## src/rtl/com_pkg.sv

```systemverilog
// Shared types and constants for the command scheduler.
// Covers command type codes, command field widths and scheduler state encodings.
package com_pkg;

    localparam int unsigned COM_CMD_W  = 12;
    localparam int unsigned TRGG_CMD_W = 40;

    localparam logic [3:0] BTYPE_INIT = 4'd0;
    localparam logic [3:0] BTYPE_CONF = 4'd1;
    localparam logic [3:0] BTYPE_READ = 4'd2;
    localparam logic [3:0] BTYPE_STOP = 4'd3;
    localparam logic [3:0] BTYPE_RXD0 = 4'd4;
    localparam logic [3:0] BTYPE_RXD1 = 4'd5;

    typedef enum logic [5:0] {
        StIdle = 6'b000001,
        StWait = 6'b000010,
        StLoad = 6'b000100,
        StConf = 6'b001000,
        StTxd  = 6'b010000,
        StRest = 6'b100000
    } sched_state_e;

endpackage

```

## src/rtl/com_sched_wdog.sv

```systemverilog
// Watchdog for the scheduler's CONF/TXD waits: counts while active, clears when idle.
// Used only when COM_SCHED_WDOG_EN is defined.
module com_sched_wdog #(
    parameter logic [15:0] WDOG_MAX = 16'hFFFF
) (
    input  logic clk,
    input  logic rst,
    input  logic active_i,
    output logic expire_o
);

    logic [15:0] cnt_q, cnt_d;

    always_comb begin
        cnt_d = active_i ? cnt_q + 16'd1 : 16'd0;
    end

    always_ff @(posedge clk or posedge rst) begin
        if (rst) begin
            cnt_q <= 16'd0;
        end else begin
            cnt_q <= cnt_d;
        end
    end

    // Counter reads 0 in the first active cycle, so this fires after WDOG_MAX active cycles.
    assign expire_o = active_i && (cnt_q == WDOG_MAX - 16'd1);

endmodule

```

## src/rtl/com_sched.sv

```systemverilog
// Command scheduler: accepts decoded commands from the reader and runs config/run/tx actions.
// Optional watchdog on the config/tx waits is enabled by defining COM_SCHED_WDOG_EN.
module com_sched
    import com_pkg::*;
#(
`ifdef COM_SCHED_WDOG_EN
    parameter logic [15:0] WDOG_MAX = 16'hFFFF,
`endif
    parameter int unsigned ERR_W = 8
) (
    input  logic                  clk,
    input  logic                  rst,
    input  logic                  fs_read,
    output logic                  fd_read,
    input  logic [3:0]            btype,
    input  logic [COM_CMD_W-1:0]  com_cmd,
    input  logic [TRGG_CMD_W-1:0] trgg_cmd,
    output logic                  fs_conf,
    input  logic                  fd_conf,
    output logic [COM_CMD_W-1:0]  conf_cmd,
    output logic [TRGG_CMD_W-1:0] conf_trgg,
    output logic                  fs_txd,
    input  logic                  fd_txd,
    output logic                  txd_sel,
    output logic                  run,
    output logic [15:0]           cmd_cnt,
    output logic [ERR_W-1:0]      err_cnt,
    output logic                  wdog_err
);

    sched_state_e          state_q, state_d;
    logic [3:0]            btype_q, btype_d;
    logic [COM_CMD_W-1:0]  cmd_q, cmd_d;
    logic [TRGG_CMD_W-1:0] trgg_q, trgg_d;
    logic [COM_CMD_W-1:0]  conf_cmd_q, conf_cmd_d;
    logic [TRGG_CMD_W-1:0] conf_trgg_q, conf_trgg_d;
    logic                  txd_sel_q, txd_sel_d;
    logic                  run_q, run_d;
    logic [15:0]           cmd_cnt_q, cmd_cnt_d;
    logic [ERR_W-1:0]      err_cnt_q, err_cnt_d;
    logic                  wdog_err_q, wdog_err_d;
    logic                  err_inc;
    logic                  wdog_exp;

`ifdef COM_SCHED_WDOG_EN
    logic wdog_active;
    assign wdog_active = (state_q == StConf) || (state_q == StTxd);

    com_sched_wdog #(
        .WDOG_MAX (WDOG_MAX)
    ) u_wdog (
        .clk      (clk),
        .rst      (rst),
        .active_i (wdog_active),
        .expire_o (wdog_exp)
    );
`else
    assign wdog_exp = 1'b0;
`endif

    always_comb begin
        state_d     = state_q;
        btype_d     = btype_q;
        cmd_d       = cmd_q;
        trgg_d      = trgg_q;
        conf_cmd_d  = conf_cmd_q;
        conf_trgg_d = conf_trgg_q;
        txd_sel_d   = txd_sel_q;
        run_d       = run_q;
        cmd_cnt_d   = cmd_cnt_q;
        wdog_err_d  = wdog_err_q;
        err_inc     = 1'b0;

        unique case (state_q)
            StIdle: state_d = StWait;
            StWait: begin
                if (fs_read) begin
                    btype_d   = btype;
                    cmd_d     = com_cmd;
                    trgg_d    = trgg_cmd;
                    cmd_cnt_d = cmd_cnt_q + 16'd1;
                    state_d   = StLoad;
                end
            end
            StLoad: begin
                // A still-high fd from the previous transfer stalls dispatch here.
                case (btype_q)
                    BTYPE_CONF: begin
                        if (!fd_conf) begin
                            conf_cmd_d  = cmd_q;
                            conf_trgg_d = trgg_q;
                            run_d       = 1'b0;
                            state_d     = StConf;
                        end
                    end
                    BTYPE_RXD0, BTYPE_RXD1: begin
                        if (!fd_txd) begin
                            txd_sel_d = btype_q[0];
                            state_d   = StTxd;
                        end
                    end
                    BTYPE_READ: begin
                        run_d   = 1'b1;
                        state_d = StRest;
                    end
                    BTYPE_STOP: begin
                        run_d   = 1'b0;
                        state_d = StRest;
                    end
                    BTYPE_INIT: begin
                        err_inc = 1'b1;
                        state_d = StRest;
                    end
                    default: begin
                        err_inc = 1'b1;
                        state_d = StRest;
                    end
                endcase
            end
            StConf: begin
                if (fd_conf) begin
                    state_d = StRest;
                end else if (wdog_exp) begin
                    err_inc    = 1'b1;
                    wdog_err_d = 1'b1;
                    state_d    = StRest;
                end
            end
            StTxd: begin
                if (fd_txd) begin
                    state_d = StRest;
                end else if (wdog_exp) begin
                    err_inc    = 1'b1;
                    wdog_err_d = 1'b1;
                    state_d    = StRest;
                end
            end
            StRest: begin
                if (!fs_read) begin
                    state_d = StIdle;
                end
            end
            default: state_d = StIdle;
        endcase

        err_cnt_d = (err_inc && !(&err_cnt_q)) ? err_cnt_q + 1'b1 : err_cnt_q;
    end

    always_ff @(posedge clk or posedge rst) begin
        if (rst) begin
            state_q     <= StIdle;
            btype_q     <= 4'd0;
            cmd_q       <= '0;
            trgg_q      <= '0;
            conf_cmd_q  <= '0;
            conf_trgg_q <= '0;
            txd_sel_q   <= 1'b0;
            run_q       <= 1'b0;
            cmd_cnt_q   <= 16'd0;
            err_cnt_q   <= '0;
            wdog_err_q  <= 1'b0;
        end else begin
            state_q     <= state_d;
            btype_q     <= btype_d;
            cmd_q       <= cmd_d;
            trgg_q      <= trgg_d;
            conf_cmd_q  <= conf_cmd_d;
            conf_trgg_q <= conf_trgg_d;
            txd_sel_q   <= txd_sel_d;
            run_q       <= run_d;
            cmd_cnt_q   <= cmd_cnt_d;
            err_cnt_q   <= err_cnt_d;
            wdog_err_q  <= wdog_err_d;
        end
    end

    assign fd_read   = (state_q == StRest);
    assign fs_conf   = (state_q == StConf);
    assign fs_txd    = (state_q == StTxd);
    assign conf_cmd  = conf_cmd_q;
    assign conf_trgg = conf_trgg_q;
    assign txd_sel   = txd_sel_q;
    assign run       = run_q;
    assign cmd_cnt   = cmd_cnt_q;
    assign err_cnt   = err_cnt_q;
    assign wdog_err  = wdog_err_q;

endmodule

```

## config.mk

```make
export PLATFORM = sky130hd
export DESIGN_NAME = com_sched
export DESIGN_NICKNAME = d
export VERILOG_FILES = /design/src/rtl/com_pkg.sv /design/src/rtl/com_sched_wdog.sv /design/src/rtl/com_sched.sv
export SDC_FILE = /design/constraint.sdc
export NUM_CORES = 1
export LEC_CHECK = 0
export ABC_CLOCK_PERIOD_IN_PS = 6100
export BUFFER_PORTS_ARGS = -buffer_cell sky130_fd_sc_hd__buf_2
export CAP_MARGIN = 20
export CORE_ASPECT_RATIO = 0.75
export CORE_MARGIN = 2
export CORE_UTILIZATION = 35
export DETAILED_ROUTE_END_ITERATION = 10
export GPL_TIMING_DRIVEN = 0
export HOLD_SLACK_MARGIN = 0.15
export PLACE_DENSITY_LB_ADDON = 0.2
export SYNTH_ARGS = -nofsm -noshare
export SYNTH_HDL_FRONTEND = slang
export SYNTH_SLANG_ARGS = --single-unit
```

## constraint.sdc

```tcl
create_clock -name clk -period 6.1 [get_ports clk]
set_input_delay 0.915 -clock clk [delete_from_list [all_inputs] [get_ports clk]]
set_output_delay 0.915 -clock clk [all_outputs]
set_load 0.01 [all_outputs]
```

==> results.py <==
metrics = {
    "final_layout": {
        "fin_area_um2": 7330,
        "finish.utilization_pct": 45.9,
        "area_delta_synth_final_pct": 29.0,
        "n_fill_cell": 1531,
        "insertedDiodeCount": 0,
        "multi_input_area_um2": 2020,
        "finalNonFillerCells": 888,
        "regArea_um2": 3500,
        "drive_gt1_share_pct": 35.8,
        "layout.nets": 728,
    },
    "die": {
        "rows": 40,
        "ioPinCount": 143,
        "core_um2": 16000,
        "die_y_um": 114,
        "die_area_um2": 17300,
        "start_util_pct": 35.6,
        "die_w_um": 151,
    },
    "placement": {
        "portBuffers": 141,
        "place.gp.congestion": 0.782,
        "hpwlAfterDp_um": 8890,
        "place_inst": 856,
        "place_area_um2": 6680,
    },
    "setup_path": {
        "crit_top_cell": "buf_2",
        "max_stage_delay_ps": 410,
        "r2r_cells": 6,
        "path_cells": "or3_1 -> buf_2 -> nor4b_1 -> buf_2",
        "crit_path_end_kind": "primary output",
        "crit_type": "flip-flop to primary output",
        "cp-start-kind": "flip-flop",
        "arrival_ps": 1920,
        "critPathSlowestCell": "dfrtp_1",
        "cp.required_ps": 5180,
        "path_max_fanout": 6,
    },
    "clock_tree": {
        "cts_setup_buffers": 0,
        "post_cts_resized": 0,
        "cts_buffers": 17,
        "numClockSinks": 140,
        "cts_hold_buf": 0,
        "cts_tree": "done",
        "clk_latency_ps": 430,
        "clockBufferDepth": 2,
        "cts_htree_levels": 4,
        "root_buffer": "clkbuf_16",
        "clkTransAtPathRegs_ps": 60,
    },
    "sta": {
        "max_freq_mhz": 353,
        "slew_violations": 0,
        "fin_crit_ps": 2830,
        "setup_viol": 0,
        "worstMarginPinSlew_ps": 597,
        "finalHoldViolCount": 0,
        "post-route-period-util_pct": 46.4,
        "rsz0062_at_grt": "no",
        "fin_worst_skew_ps": 20.4,
        "slew-limit-headroom_pct": 59.9,
    },
    "global_route": {
        "grtUsageTotal_pct": 15.6,
        "grt_remaining_overflow": 0,
        "antenna_found_initial": 0,
        "grt_max_degree": 98,
        "grt_pass1_vias": 4085,
        "grt_pass1_wl_um": 20400,
    },
    "drt": {
        "met3WireLength_um": 1110,
        "routed_wl_um": 12800,
        "drt_iter0_markers": 169,
        "via_per_inst": 4.59,
        "antenna_left": 0,
        "firstDrtPassIters": 4,
        "drcViolationCount": 0,
        "wl_per_cell_um": 14.4,
        "m1WireLength_um": 5940,
        "highest_layer": "met4",
        "num_vias": 4073,
        "met2_length_um": 5640,
    },
    "power_and_ir_drop": {
        "ir_worst_vdd_mv": 0.191,
        "powerDensity_nw_per_um2": 440,
        "p_leak_uw": 0.00404,
        "finalPower_uw": 3230,
    },
    "synth": {
        "synth-compound-area-share_pct": 1.76,
        "synthSimpleGateAreaFrac_pct": 19.1,
        "synth_seq_cells": 140,
        "synthDistinctLibCells": 44,
        "synth_warnings": 0,
        "synth.area.top_cells": "dfrtp_1, nand2_1, mux2_2",
        "syn_inst": 504,
        "synthAdderAreaFrac_pct": 0.441,
        "ys_seq_area_share_pct": 61.7,
        "syn_area_um2": 5680,
        "synth_top_area_cell": "dfrtp_1",
        "synth_top_family_by_area": "simple AND/OR/NAND/NOR gates",
        "syn_avg_cell_area_um2": 11.3,
        "ys_async_sr_fraction_pct": 100,
        "synth_edf_count": 0,
        "syn-num-nets": 567,
        "ys.flop_type": "dfrtp_1",
        "synth_top_area_share_pct": 61.3,
        "muxShareOfSynthArea_pct": 10.9,
        "synth_xor_area_share_pct": 3.39,
    },
    "hold_path": {
        "min_delay_path_depth": 1,
        "worstHoldPathType": "flip-flop to flip-flop",
    },
    "outcome": {
        "status": "finished clean",
    },
    "run": {
        "maxCapViolCount": 0,
    },
}
## where the power goes
| group | switching, uW | total (uW) | internal [uW] |
|---|---|---|---|
| clock | 383 | 1110 | 729 |
| sequential | 171 | 1390 | 1220 |
| combinational | 409 | 722 | 312 |
## flip-flops by register name, summed over array words and instances (netlist names)
name and flops:
conf_trgg 40, trgg_q 40, cmd_cnt 16, cmd_q 12
conf_cmd 12, err_cnt 8, state_q 6, btype_q 4
run 1, txd_sel 1
## critical path, delay by kind of cell (launching register included)
kind                   cells  cell delay (ps)
buffers and inverters      2              370
DFF                        1              410
and+or+nand+nor            2              730
## stage by stage
step	worst slack, ps	TNS (ps)	hold WS [ps]
6_report	3270	0	467
5_1_grt	3170	0	487
4_1_cts	3250	0	470
2_1_floorplan	1430	0	438
3_3_place_gp	-113	-13420	451
3_5_place_dp	3690	0	457
## final timing paths
check	end	slack (ps)	from
worst max-delay path	fs_txd	3270	state_q[1]
worst min-delay path	cmd_cnt[15]	470	cmd_cnt[15]
worst max register to register	cmd_cnt[11]	3870	state_q[3]
worst min register to register	cmd_cnt[15]	470	cmd_cnt[15]
max in group asynchronous	cmd_cnt[7]	4770	rst
min in group asynchronous	conf_trgg[38]	500	rst
## layer usage
metal | global-route usage (%) | vias up
met3 | 6.73 | 6
met2 | 22.8 | 123
met1 | 21.0 | 1966
li1 | - | 1978
met5 | 0 | -
met4 | 4.67 | 0
## cells in the final DEF, fill, tap and decap left out, drive strengths merged, types with 4 or more instances in the layout
cell      n
nand2   182
buf     157
dfrtp   139
mux2     54
clkbuf   33
xnor2    15
nand3    10
nor2     10
xor2      7
nand4     6
nor4      5
nor3      5
and3      4
and2      4
and4      4
nand2b    4
a21oi     4
bufinv    4
clkinv    4
## cells in the mapped netlist, types with 5 or more instances
library cell,instances
nor4_1,5
dfrtp_1,139
buf_2,7
clkbuf_1,10
xnor2_1,15
nor2_1,10
nand4_1,5
buf_6,5
xor2_1,7
nand2_1,182
nand3_1,10
mux2_2,50
## final cells by class
cell class / count / share of cell area [%]
Sequential cell: 140 / 47.8
Buffer: 25 / 1.96
Multi-Input combinational cell: 337 / 27.6
Clock buffer: 23 / 6.66
Tap cell: 210 / 3.59
Clock inverter: 9 / 2.17
Timing Repair Buffer: 142 / 10.0
Inverter: 2 / 0.171
## kinds of logic (layout without fill, tap and decap cells)
logic type / count (synthesis) / after routing
buf+inv: 27 / 201
other cells: 1 / 1
mux: 55 / 55
fa+ha+maj: 2 / 2
compound gates: 13 / 13
flops: 140 / 140
xor+xnor: 22 / 22
simple gates: 244 / 244
Note: power is estimated with default switching activity, not from simulation.
